===== src/rtl/fb_write_arbiter.sv =====
// Two-requester round-robin write arbiter feeding a registered frame-buffer write port.
// Optional full-buffer clear engine, compiled in when FB_ARB_CLEAR_EN is defined.
module fb_write_arbiter #(
  parameter int                ADDR_W      = 15,
  parameter int                DATA_W      = 24,
  parameter int                GRID_SIZE   = 192,
  parameter logic [DATA_W-1:0] CLEAR_COLOR = '0
) (
  input  logic              clk,
  input  logic              rst,
  input  logic              req0,
  input  logic [ADDR_W-1:0] addr0,
  input  logic [DATA_W-1:0] data0,
  output logic              gnt0,
  input  logic              req1,
  input  logic [ADDR_W-1:0] addr1,
  input  logic [DATA_W-1:0] data1,
  output logic              gnt1,
  input  logic              clear_start,
  output logic              clear_busy,
  output logic              clear_done,
  output logic [ADDR_W-1:0] fb_addr,
  output logic [DATA_W-1:0] fb_data,
  output logic              fb_we,
  output logic              oob
);

  // Handshake: a transfer happens on every rising edge where reqN && gntN.
  // A requester keeps addrN/dataN stable while reqN is high and gntN is low.

  // One extra bit so the bound still compares correctly when GRID_SIZE == 2**ADDR_W.
  localparam logic [ADDR_W:0] GRID_LIM = (ADDR_W+1)'(GRID_SIZE);

  logic              last_win;
  logic              arb_en;
  logic              clr_we;
  logic [ADDR_W-1:0] clr_addr;
  logic              gnt0_c;
  logic              gnt1_c;
  logic [ADDR_W-1:0] sel_addr;
  logic [DATA_W-1:0] sel_data;
  logic              sel_oob;

`ifdef FB_ARB_CLEAR_EN
  typedef enum logic {ARB = 1'b0, CLEAR = 1'b1} state_t;

  localparam logic [ADDR_W-1:0] CLR_LAST = ADDR_W'(GRID_SIZE - 1);

  state_t            state;
  state_t            state_nxt;
  logic [ADDR_W-1:0] clr_cnt;
  logic [ADDR_W-1:0] clr_cnt_nxt;
  logic              clear_done_nxt;

  always_ff @(posedge clk or negedge rst) begin
    if (!rst) begin
      state      <= ARB;
      clr_cnt    <= '0;
      clear_done <= 1'b0;
    end else begin
      state      <= state_nxt;
      clr_cnt    <= clr_cnt_nxt;
      clear_done <= clear_done_nxt;
    end
  end

  always_comb begin
    state_nxt      = state;
    clr_cnt_nxt    = clr_cnt;
    clear_done_nxt = 1'b0;
    arb_en         = 1'b0;
    clr_we         = 1'b0;
    case (state)
      ARB: begin
        // A clear request wins over any request in the same cycle.
        if (clear_start) begin
          state_nxt   = CLEAR;
          clr_cnt_nxt = '0;
        end else begin
          arb_en = 1'b1;
        end
      end
      CLEAR: begin
        clr_we = 1'b1;
        if (clr_cnt == CLR_LAST) begin
          state_nxt      = ARB;
          clr_cnt_nxt    = '0;
          clear_done_nxt = 1'b1;
        end else begin
          clr_cnt_nxt = clr_cnt + ADDR_W'(1);
        end
      end
    endcase
  end

  assign clr_addr = clr_cnt;
  // The last clear write shows on fb_* in the clear_done cycle, so busy covers it too.
  assign clear_busy = (state == CLEAR) | clear_done;
`else
  logic clear_start_unused;

  assign clear_start_unused = clear_start;
  assign arb_en             = 1'b1;
  assign clr_we             = 1'b0;
  assign clr_addr           = '0;
  assign clear_busy         = 1'b0;
  assign clear_done         = 1'b0;
`endif

  // Round-robin: on a tie the requester that did not win last time gets the grant.
  assign gnt0_c = arb_en & req0 & (~req1 | last_win);
  assign gnt1_c = arb_en & req1 & ~gnt0_c;
  assign gnt0   = gnt0_c & rst;
  assign gnt1   = gnt1_c & rst;

  assign sel_addr = gnt1_c ? addr1 : addr0;
  assign sel_data = gnt1_c ? data1 : data0;
  assign sel_oob  = ({1'b0, sel_addr} >= GRID_LIM);

  always_ff @(posedge clk or negedge rst) begin
    if (!rst) begin
      fb_we    <= 1'b0;
      fb_addr  <= '0;
      fb_data  <= '0;
      oob      <= 1'b0;
      last_win <= 1'b1;
    end else begin
      fb_we <= 1'b0;
      oob   <= 1'b0;
      if (clr_we) begin
        fb_we   <= 1'b1;
        fb_addr <= clr_addr;
        fb_data <= CLEAR_COLOR;
      end else if (gnt0_c | gnt1_c) begin
        last_win <= gnt1_c;
        // Out-of-range transfers are consumed without touching the frame buffer.
        if (sel_oob) begin
          oob <= 1'b1;
        end else begin
          fb_we   <= 1'b1;
          fb_addr <= sel_addr;
          fb_data <= sel_data;
        end
      end
    end
  end

endmodule


===== config.mk =====
export PLATFORM = sky130hd
export DESIGN_NAME = fb_write_arbiter
export DESIGN_NICKNAME = d
export VERILOG_FILES = /design/src/rtl/fb_write_arbiter.sv
export SDC_FILE = /design/constraint.sdc
export NUM_CORES = 1
export LEC_CHECK = 0
export ABC_AREA = 0
export BUFFER_PORTS_ARGS = -buffer_cell sky130_fd_sc_hd__buf_2
export CAP_MARGIN = 30
export CELL_PAD_IN_SITES_DETAIL_PLACEMENT = 1
export CELL_PAD_IN_SITES_GLOBAL_PLACEMENT = 2
export CORE_ASPECT_RATIO = 1.2
export CORE_MARGIN = 2
export CORE_UTILIZATION = 27
export CTS_BUF_LIST = sky130_fd_sc_hd__clkbuf_16
export DETAILED_ROUTE_END_ITERATION = 8
export HOLD_SLACK_MARGIN = 0.15
export PLACE_DENSITY_LB_ADDON = 0.05
export SLEW_MARGIN = 40
export SYNTH_ARGS = -nofsm -noshare
export SYNTH_HDL_FRONTEND = slang
export SYNTH_SLANG_ARGS = --single-unit

===== constraint.sdc =====
create_clock -name clk -period 3 [get_ports clk]
set_input_delay 0.6 -clock clk [delete_from_list [all_inputs] [get_ports clk]]
set_output_delay 0.6 -clock clk [all_outputs]
set_load 0.01 [all_outputs]

# Word level (Yosys, flattened, before mapping)
# Index checks and enable logic that the tools add are counted.
[totals] output_inout_bits=45 input_bits=83 register_bits=42 elab_cells=22
[classes] magnitude_cmp=1 reduce_logical=1 mux=6 n_bitwise=9
[ops] op="24-bit 2-to-1 mux" n=1
[ops] op="15-bit by 8-bit >= comparator with 1-bit output, second input constant" n=1
[ops] op="15-bit 2-to-1 mux" n=1
[ops] op="1-bit bitwise AND" n=4
[ops] op="1-bit 2-to-1 mux" n=4
[ops] op="1-bit NOT" n=3
[ops] op="1-bit OR" n=2
[ops] op="2-bit AND reduction" n=1

# Depth between registers and ports, before layout
# Gate-level depths: netlist (run 1).
[depth] ltp_word=9 ltp_mapped=5 depth_no_buf=4

# Worst setup path after synthesis (run 1)
# Ideal clock, no wire load.
[synth_path] path_kind="input to output" from="input req1" to="output gnt1" n_path_buf=1 stages=3 t_required_ps=2400 arrival_ps=1396 path_slack_ps=1004 cell_sequence="a21boi_4 > clkbuf_1 > and2_1"
[synth_via] elab_chain_cells=6
[synth_lines] item="start: declaration" line="15" text="input logic req1,"
[synth_lines] item="1-bit NOT" line="111" text="assign gnt0_c = arb_en & req0 & (~req1 | last_win);"
[synth_lines] item="1-bit OR" line="111"
[synth_lines] item="1-bit bitwise AND" line="111"
[synth_lines] item="1-bit NOT" line="112" text="assign gnt1_c = arb_en & req1 & ~gnt0_c;"
[synth_lines] item="1-bit bitwise AND (*)" line="112"
[synth_lines] item="1-bit bitwise AND (*)" line="114" text="assign gnt1 = gnt1_c & rst;"
[synth_lines] item="end: declaration" line="18" text="output logic gnt1,"
# Mark *: on every way between the ends. The rest lies on a longest branch, timed or not.

# Final worst setup path (run 1)
[layout_path] from="input rst" to="output gnt0"
[layout_via] elab_chain_cells=1
[layout_lines] item="start: declaration" line="10" text="input logic rst,"
[layout_lines] item="1-bit bitwise AND" line="113" text="assign gnt0 = gnt0_c & rst;"
[layout_lines] item="end: declaration" line="14" text="output logic gnt0,"
# Every way passes these cells.

==> results by group, run 1 <==
Timing
  • Final Hold Vio Count: 0
  • Max Fclk: 450.3 MHz
  • Crit path time final: 2221 ps
  • Setup TNS: 0 ps
  • Clock skew: 5.436 ps
  • Max-slew violations: 0
  • Final setup violation count: 0
  • Period utilization: 74.02%
  • RSZ-0062 raised after global routing: false

Logic synthesis
  • Synthesized area: 0.001994 mm2
  • Cell count after synthesis: 142
  • Post-synth ARST share: 100.0%
  • Yosys warns: 0
  • Seq/Total Area, Yosys: 52.76%
  • Post-synth EDFFs: 0
  • Synth unique cells: 20
  • Register bit count reported by yosys: 42
  • Predominant post-synthesis flop cell: dfrtp_1
  • Synth Area per Inst: 14.05 um2

Routing
  • Drt drc: 0
  • Wire length per cell: 13.99 um
  • ANT nets after route: 0
  • Final wirelength: 5.080 mm
  • DR iter-0 viols: 27
  • Drt pass-1 iters: 3
  • Via count: 1609
  • Vias per inst: 4.433

Worst setup path
  • Worst Setup End Kind: primary output
  • Cell mode on critical path: buf_2
  • Reg2Reg Setup Slack: 1020 ps
  • CP top delay family: buffers and inverters
  • WP data required: 2400 ps
  • Critical path cell sequence: dlygate4sd3_1 > buf_2 > nand2_1 > a21oi_1 > buf_2
  • Arrival @ worst endpoint: 1620 ps
  • Crit path launch type: primary input
  • Buffers plus inverters on the worst setup path: 3
  • Critical path peak fanout: 6
  • WS Path Type: primary input to primary output
  • Largest stage delay, worst path: 520 ps
  • Worst path slowest cell: dlygate4sd3_1

GRT
  • GR Overflow Total: 0
  • Initial antenna violation count: 0
  • First-pass GRT wire length: 8.231 mm
  • Tot GR Track Use: 13.20%
  • Vias in the first global route: 1742
  • Pin count of the biggest net entering global routing: 24

Placement
  • DP HPWL: 4.009 mm
  • Number of port buffers: 124
  • Gpl congestion: 0.6387

Final layout
  • Area growth, synth to finish: 44.35%
  • Diode count: 0
  • Fill cells: 829
  • Share of layout cells above drive strength 1: 65.57%
  • Nets: 355

Job
  • MaxCap Viol Count: 0

Clock network
  • Clock Path Buffers: 2
  • Clk sinks: 42
  • CTS tree: yes
  • Worst-path clk slew: 60 ps
  • TritonCTS Buffers: 5
  • Root Buffer: clkbuf_16
  • Clk_lat worst skew: 280 ps
  • H-tree depth: 2

Floorplan
  • Die W: 82.46 um
  • Total Die Area: 0.008093 mm2
  • I/O Pins: 128
  • Die H: 98.15 um
  • Initial Util: 27.74%
  • # rows: 34
  • Placeable Area: 0.007189 mm2

Hold path
  • Worst hold-check path type: flop to flop

Status
  • Run status: completed

Pwr
  • VDD IR-drop max: 0.2192 mV
  • Total power: 1437 uW
  • Leak: 0.001610 uW
  • Pwr per Cell Area: 499.1 mW/mm2
## kinds of logic (layout without fill, tap and decap cells)
group,after synthesis,in the layout,share of synthesized area (%)
muxes,64,64,36.14
DFF,42,42,52.76
other,1,2,0.1880
AOI/OAI and AO/OA,4,4,1.882
buffers and inverters,10,140,3.011
and+or+nand+nor,21,21,6.022
## layer usage
metal | up-vias | share of wire, % | global-route usage (%)
met5 | - | 0 | 0
met4 | 0 | 0.73 | 3.462
met3 | 4 | 11 | 4.159
met2 | 79 | 47 | 21.84
met1 | 772 | 42 | 16.40
li1 | 754 | - | -
## metrics by stage
step                      worst slack [ps]  instances  cell area [um2]  hold WS, ps  utilization (%)
final                                779.5        363             2879        476.8            40.05
after global placement               604.2        354             2728        431.3            37.94
after CTS                            767.3        363             2879        483.4            40.05
after detailed placement             586.0        354             2728        432.6            37.94
after floorplan                       1004        143             1998        304.4                -
after global routing                 687.2        363             2879        495.1            40.05
## layout make-up
| type | instances | area [um2] | share of cell area (%) |
|---|---|---|---|
| clock inverters | 3 | 16.27 | 0.5650 |
| flip-flops and latches | 42 | 1052 | 36.55 |
| multi-input cells | 91 | 893.4 | 31.03 |
| inverters | 1 | 3.754 | 0.1304 |
| repair buffers | 131 | 675.6 | 23.47 |
| well taps | 90 | 112.6 | 3.911 |
| clock buffers | 5 | 125.1 | 4.346 |
## worst paths after layout
path,startpoint,end,cells after the start
max,rst,gnt0,5
min,fb_data[0],fb_data[0],1
max reg2reg,last_win,fb_addr[4],6
min reg2reg,fb_data[0],fb_data[0],1
max in group asynchronous,rst,last_win,3
min in group asynchronous,rst,fb_addr[8],2
## cells in the mapped netlist (all sizes together) (2+ instances only)
| library cell | count | area (um2) |
|---|---|---|
| a21oi | 3 | 18.77 |
| nor4 | 2 | 12.51 |
| mux2 | 64 | 720.7 |
| nor3 | 2 | 10.01 |
| nand2 | 4 | 15.01 |
| nor2b | 7 | 43.79 |
| nor2 | 3 | 11.26 |
| buf | 8 | 52.55 |
| dfrtp | 41 | 1026 |
## state kept, by name (all words and copies together), names as in the netlist
signal    flops
fb_data      24
oob           1
last_win      1
fb_we         1
fb_addr      15
## timing repair
action	in CTS	in global routing
hold buffers	1	0
resized for setup	0	0
endpoints found under the hold margin	2	0
setup buffers	0	0
## report_power, final
part,internal [uW],switching (uW),total [uW],leakage [uW]
Combinational,150,121,271,0.000976
Clock,304,218,522,0.0000672
Sequential,621,23.8,644,0.000567
Total,1070,362,1440,0.00161
## placed cells by master (no fill, tap or decap), drive strengths merged
cell type	netlist	final
mux2	64	64
dlygate4sd3	0	1
a21boi	1	1
dfstp	1	1
nor4	2	2
nand2	4	4
and2	1	1
clkinv	0	2
clkbuf	1	5
buf	8	130
conb	1	2
nor3	2	2
nand4b	1	1
dfrtp	41	41
nand4	1	1
a21oi	3	3
nor2b	7	7
clkinvlp	0	1
inv	1	1
nor2	3	3
(Power assumes the default switching activity.)
==> run 2, diff against run 1 <==
--- a/config.mk
+++ b/config.mk
@@ -12,7 +12,7 @@
 export CELL_PAD_IN_SITES_GLOBAL_PLACEMENT = 2
 export CORE_ASPECT_RATIO = 1.2
 export CORE_MARGIN = 2
-export CORE_UTILIZATION = 27
+export CORE_UTILIZATION = 25
 export CTS_BUF_LIST = sky130_fd_sc_hd__clkbuf_16
 export DETAILED_ROUTE_END_ITERATION = 8
 export HOLD_SLACK_MARGIN = 0.15
==> constraint.sdc (replaced) <==
create_clock -name clk -period 2.1 [get_ports clk]
set_input_delay 0.42 -clock clk [delete_from_list [all_inputs] [get_ports clk]]
set_output_delay 0.42 -clock clk [all_outputs]
set_load 0.01 [all_outputs]
==> run 2 against run 1 <==
Global-route usage shrank 0.66 points. Flip-flop and latch count is the same. Utilization shrank 2.2 points. Via count shrank 1.5%. Critical path depth shrank 1. Non-clock buffer count grew 1. First-iteration DRC count is the same. Sequential power grew 43%. Clock skew shrank 2.6 ps. Hold slack lost 290 ps. Sequential share of layout area shrank 0.47 points. Critical path type is now flop to primary output. Largest cell class unchanged. Highest routed layer unchanged.
==> results by group, run 2 (synthesis gave the netlist of run 1 again) <==
Status
  • Run status: completed

Clock network
  • TritonCTS Buffers: 5
  • Clock Path Buffers: 2
  • H-tree depth: 2
  • Worst-path clk slew: 60 ps
  • Hold_buf cts: 0
  • Root Buffer: clkbuf_16
  • Post-CTS sizing: 0
  • Post-CTS Setup Bufs: 0
  • Clk_lat worst skew: 280 ps
  • Clk sinks: 42
  • CTS tree: yes

Pwr
  • Internal Power: 1542 uW
  • Leak: 0.001624 uW
  • Switching power: 522.5 uW
  • VDD IR-drop max: 0.3059 mV
  • Pwr per Cell Area: 707.7 mW/mm2
  • Sw Ratio: 25.31%
  • Clock share of power: 36.5%
  • Sequential fraction of design power: 44.6%
  • Power share of the combinational group: 18.9%
  • Total power: 2064 uW

Timing
  • Period utilization: 91.27%
  • Setup ws final: 183.2 ps
  • Final setup violation count: 0
  • RSZ-0062 raised after global routing: false
  • Final Hold Vio Count: 0
  • Max-slew violations: 0
  • Max Fclk: 521.7 MHz
  • Clock skew: 2.807 ps
  • Crit path time final: 1917 ps
  • Setup TNS: 0 ps

Worst setup path
  • Register-to-Register Path Depth: 5
  • WS Path Type: flop to primary output
  • FF-to-FF End: fb_data[12]
  • Critical path peak fanout: 21
  • Arrival @ worst endpoint: 1500 ps
  • FF-to-FF Start: last_win
  • Crit path launch type: flop
  • Reg2Reg Setup Slack: 270 ps
  • Worst Setup End Kind: primary output
  • WP data required: 1680 ps

Floorplan
  • Die W: 85.54 um
  • # rows: 35
  • Die H: 101.8 um
  • Initial Util: 25.88%
  • I/O Pins: 128
  • Placeable Area: 0.007707 mm2
  • Total Die Area: 0.008711 mm2

Placement
  • Worst Setup Slack post-DPL: 82.53 ps
  • Placed insts: 358
  • DP HPWL: 4.244 mm
  • Placed Area: 0.002770 mm2
  • Number of port buffers: 124
  • Gpl congestion: 0.6844

GRT
  • Initial antenna violation count: 0
  • Vias in the first global route: 1640
  • Pin count of the biggest net entering global routing: 22
  • First-pass GRT wire length: 8.521 mm
  • Tot GR Track Use: 12.54%
  • GR Overflow Total: 0

Job
  • MaxCap Viol Count: 0

Final layout
  • Area growth, synth to finish: 46.24%
  • Nets: 356
  • Commonest non-fill, non-tap cells in the layout: buf_2 (124), dfrtp_1 (41), mux2_2 (38), mux2_1 (26), nor2b_1 (7)
  • Share of layout cells above drive strength 1: 66.42%
  • Diode count: 0
  • Finished Layout Cells: 366
  • Fill cells: 863
  • Max reg flops: 24
  • Largest Register: fb_data
  • Commonest non-fill, non-tap cell in the layout: buf_2
  • Cell area after layout: 0.002917 mm2
  • Biggest regs: fb_data (24), fb_addr (15)

Routing
  • Vias per inst: 4.331
  • Wire length per cell: 14.41 um
  • ANT nets after route: 0
  • Drt pass-1 iters: 3
  • DR iter-0 viols: 27
  • Via count: 1585
  • Final wirelength: 5.275 mm
  • Drt drc: 0

Hold path
  • Worst hold-check path type: primary input to async pin
-- run 2: cell count changes in the layout (fill, tap and decap cells not counted) --
cell / before / now
dlygate4sd3_1: 1 / 0
clkinv_4: 0 / 1
buf_12: 0 / 2
clkinv_1: 1 / 0
-- run 2: worst max path at each step --
stage / start / to
after floorplan: req1 / fb_addr[0]
after global placement: addr1[8] / fb_data[5]
after detailed placement: addr1[8] / fb_data[15]
after CTS: last_win / gnt1
after global routing: last_win / gnt1
final: last_win / gnt1
-- run 2: final cells by class --
cell class	count	area (um2)	area share, %
clock buffers	5	125.1	4.290
clock inverters	3	21.27	0.7293
inverters	1	3.754	0.1287
multi-input cells	91	893.4	30.63
flip-flops and latches	42	1052	36.08
well taps	92	115.1	3.947
repair buffers	132	705.7	24.20
-- run 2: power by group through the flow --
stage	clock [uW]	sequential [uW]	combinational, uW
CTS	788	923	404
global route	821	934	435
floorplan	0	973	154
finish	752	921	391
detailed placement	0	937	403
global placement	0	933	400
-- run 2: worst max-delay path, cell delays in order, from the launching register on --
cell and delay, ps:
dfstp_2 580, a21boi_4 80, buf_4 230, and2_1 190
buf_2 140
-- run 2: metal layers --
layer | vias up | part of all wire, % | GRT usage (%)
met3 | 6 | 8.1 | 3.393
li1 | 762 | - | -
met4 | 0 | 1.4 | 3.907
met2 | 67 | 50 | 21.03
met5 | - | 0 | 0
met1 | 750 | 40 | 15.84
-- run 2: stage by stage --
stage / util [%] / hold WS, ps
final: 37.84 / 190.0
after global routing: 37.84 / 206.6
after CTS: 37.84 / 189.6
after detailed placement: 35.94 / 470.5
after global placement: 35.94 / 462.7
after floorplan: - / 124.4
==> run 3, diff against run 2 <==
==> constraint.sdc (replaced) <==
create_clock -name clk -period 2.1 [get_ports clk]
set_input_delay 0.315 -clock clk [delete_from_list [all_inputs] [get_ports clk]]
set_output_delay 0.315 -clock clk [all_outputs]
set_load 0.01 [all_outputs]
==> run 3 against run 2 <==
Critical path depth is 1 higher. Via count is 1.6% higher. Sequential share of layout area is 0.078 points higher. Cell count stayed put. Count of clock-buffer cells in the layout stayed put. Sequential power hardly changed. Register-to-register slack worse by 30 ps. Design area is 0.21% lower. Worst setup slack better by 56 ps. Global-route usage is 0.29 points higher. Non-clock buffer count stayed put. Clock power is 3.3% lower.
==> results by group, run 3 (synthesis gave the netlist of run 1 again) <==
Worst setup path
  • WS Path Type: flop to flop
  • Critical path cell sequence: a21boi_4 > nand4b_1 > a21oi_4 > buf_12 > mux2_2
  • Arrival @ worst endpoint: 2020 ps
  • WP data required: 2260 ps
  • Worst path slowest cell: dfstp_2
  • Worst Setup End Kind: flop
  • Buffers plus inverters on the worst setup path: 1
  • Critical path peak fanout: 18
  • Largest stage delay, worst path: 570 ps
  • CP top delay family: flip-flops
  • Crit path launch type: flop

Floorplan
  • Placeable Area: 0.007707 mm2
  • # rows: 35
  • Initial Util: 25.88%
  • Die W: 85.54 um
  • Die H: 101.8 um
  • Total Die Area: 0.008711 mm2
  • I/O Pins: 128

Final layout
  • Diode count: 0
  • Commonest non-fill, non-tap cells in the layout: buf_2 (124), dfrtp_1 (41), mux2_2 (38), mux2_1 (26), nor2b_1 (7)
  • Nets: 356
  • Biggest regs: fb_data (24), fb_addr (15)
  • Fill cells: 862
  • Util after Layout: 37.76%
  • Max reg flops: 24
  • Commonest non-fill, non-tap cell in the layout: buf_2
  • Cell area after layout: 0.002910 mm2
  • Area growth, synth to finish: 45.92%
  • Largest Register: fb_data
  • Share of layout cells above drive strength 1: 65.33%

Timing
  • Setup TNS: 0 ps
  • Final Hold Vio Count: 0
  • Clock skew: 4.229 ps
  • Setup ws final: 239.4 ps
  • Max-slew violations: 0
  • Max Fclk: 537.5 MHz
  • RSZ-0062 raised after global routing: false
  • Crit path time final: 1861 ps
  • Period utilization: 88.60%
  • Final setup violation count: 0

Placement
  • DP HPWL: 4.226 mm
  • Worst Setup Slack post-DPL: 185.4 ps
  • Number of port buffers: 124
  • Gpl congestion: 0.6962
  • Placed Area: 0.002763 mm2

Routing
  • DR iter-0 viols: 13
  • Drt pass-1 iters: 4
  • Drt drc: 0
  • Final wirelength: 5.431 mm
  • Via count: 1610
  • ANT nets after route: 0
  • Vias per inst: 4.399
  • Wire length per cell: 14.84 um

GRT
  • Tot GR Track Use: 12.83%
  • GR Overflow Total: 0
  • Pin count of the biggest net entering global routing: 23
  • Initial antenna violation count: 0
  • Vias in the first global route: 1726
  • First-pass GRT wire length: 8.604 mm

Pwr
  • VDD IR-drop max: 0.3075 mV
  • Leak: 0.001626 uW
  • Pwr per Cell Area: 700.3 mW/mm2
  • Total power: 2038 uW

Clock network
  • Clk_lat worst skew: 280 ps
  • CTS tree: yes
  • TritonCTS Buffers: 5
  • H-tree depth: 2
  • Root Buffer: clkbuf_16
  • Post-CTS sizing: 0
  • Clk sinks: 42
  • Post-CTS Setup Bufs: 0
  • Worst-path clk slew: 60 ps
  • Clock Path Buffers: 2

Hold path
  • Worst hold-check path type: primary input to flop

Job
  • MaxCap Viol Count: 0

Status
  • Run status: completed
-- run 3: per-stage QoR --
step	hold slack, ps	cells
floorplan	19.41	143
global placement	260.4	357
detailed placement	260.1	357
CTS	256.0	366
global route	266.3	366
finish	258.3	366
-- run 3: worst paths after layout --
check                            start     endpoint  slack [ps]  cells after the start
setup reg to reg              last_win   fb_data[7]         240                      5
min in group asynchronous          rst   fb_data[9]         480                      2
hold reg to reg            fb_data[10]  fb_data[10]         480                      1
hold / removal                    req0     last_win         260                      2
max in group asynchronous          rst     last_win        1000                      3
setup / recovery              last_win   fb_data[7]         240                      5
-- run 3: per-layer routing --
layer,up-vias,global-route usage (%),part of all wire (%)
li1,758,-,-
met1,775,14.81,40
met2,71,22.30,50
met3,6,4.120,8.3
met4,0,4.762,1.7
met5,-,0,0
-- run 3: layout make-up --
class	instances	area, um2	share of cell area (%)
well taps	92	115.1	3.955
clock inverters	3	12.51	0.4299
inverters	1	3.754	0.1290
multi-input cells	91	893.4	30.70
flip-flops and latches	42	1052	36.16
clock buffers	5	125.1	4.299
repair buffers	132	708.2	24.33
-- run 3: what timing repair did --
action                                  4_1_cts  5_1_grt
hold buffers                                  1        0
endpoints found under the setup margin        0        0
endpoints found under the hold margin        11        0
-- run 3: power breakdown --
group	internal [uW]	switching, uW	total [uW]
logic	215	175	390
clock network	430	297	727
registers	887	34.2	921
total	1530	507	2040
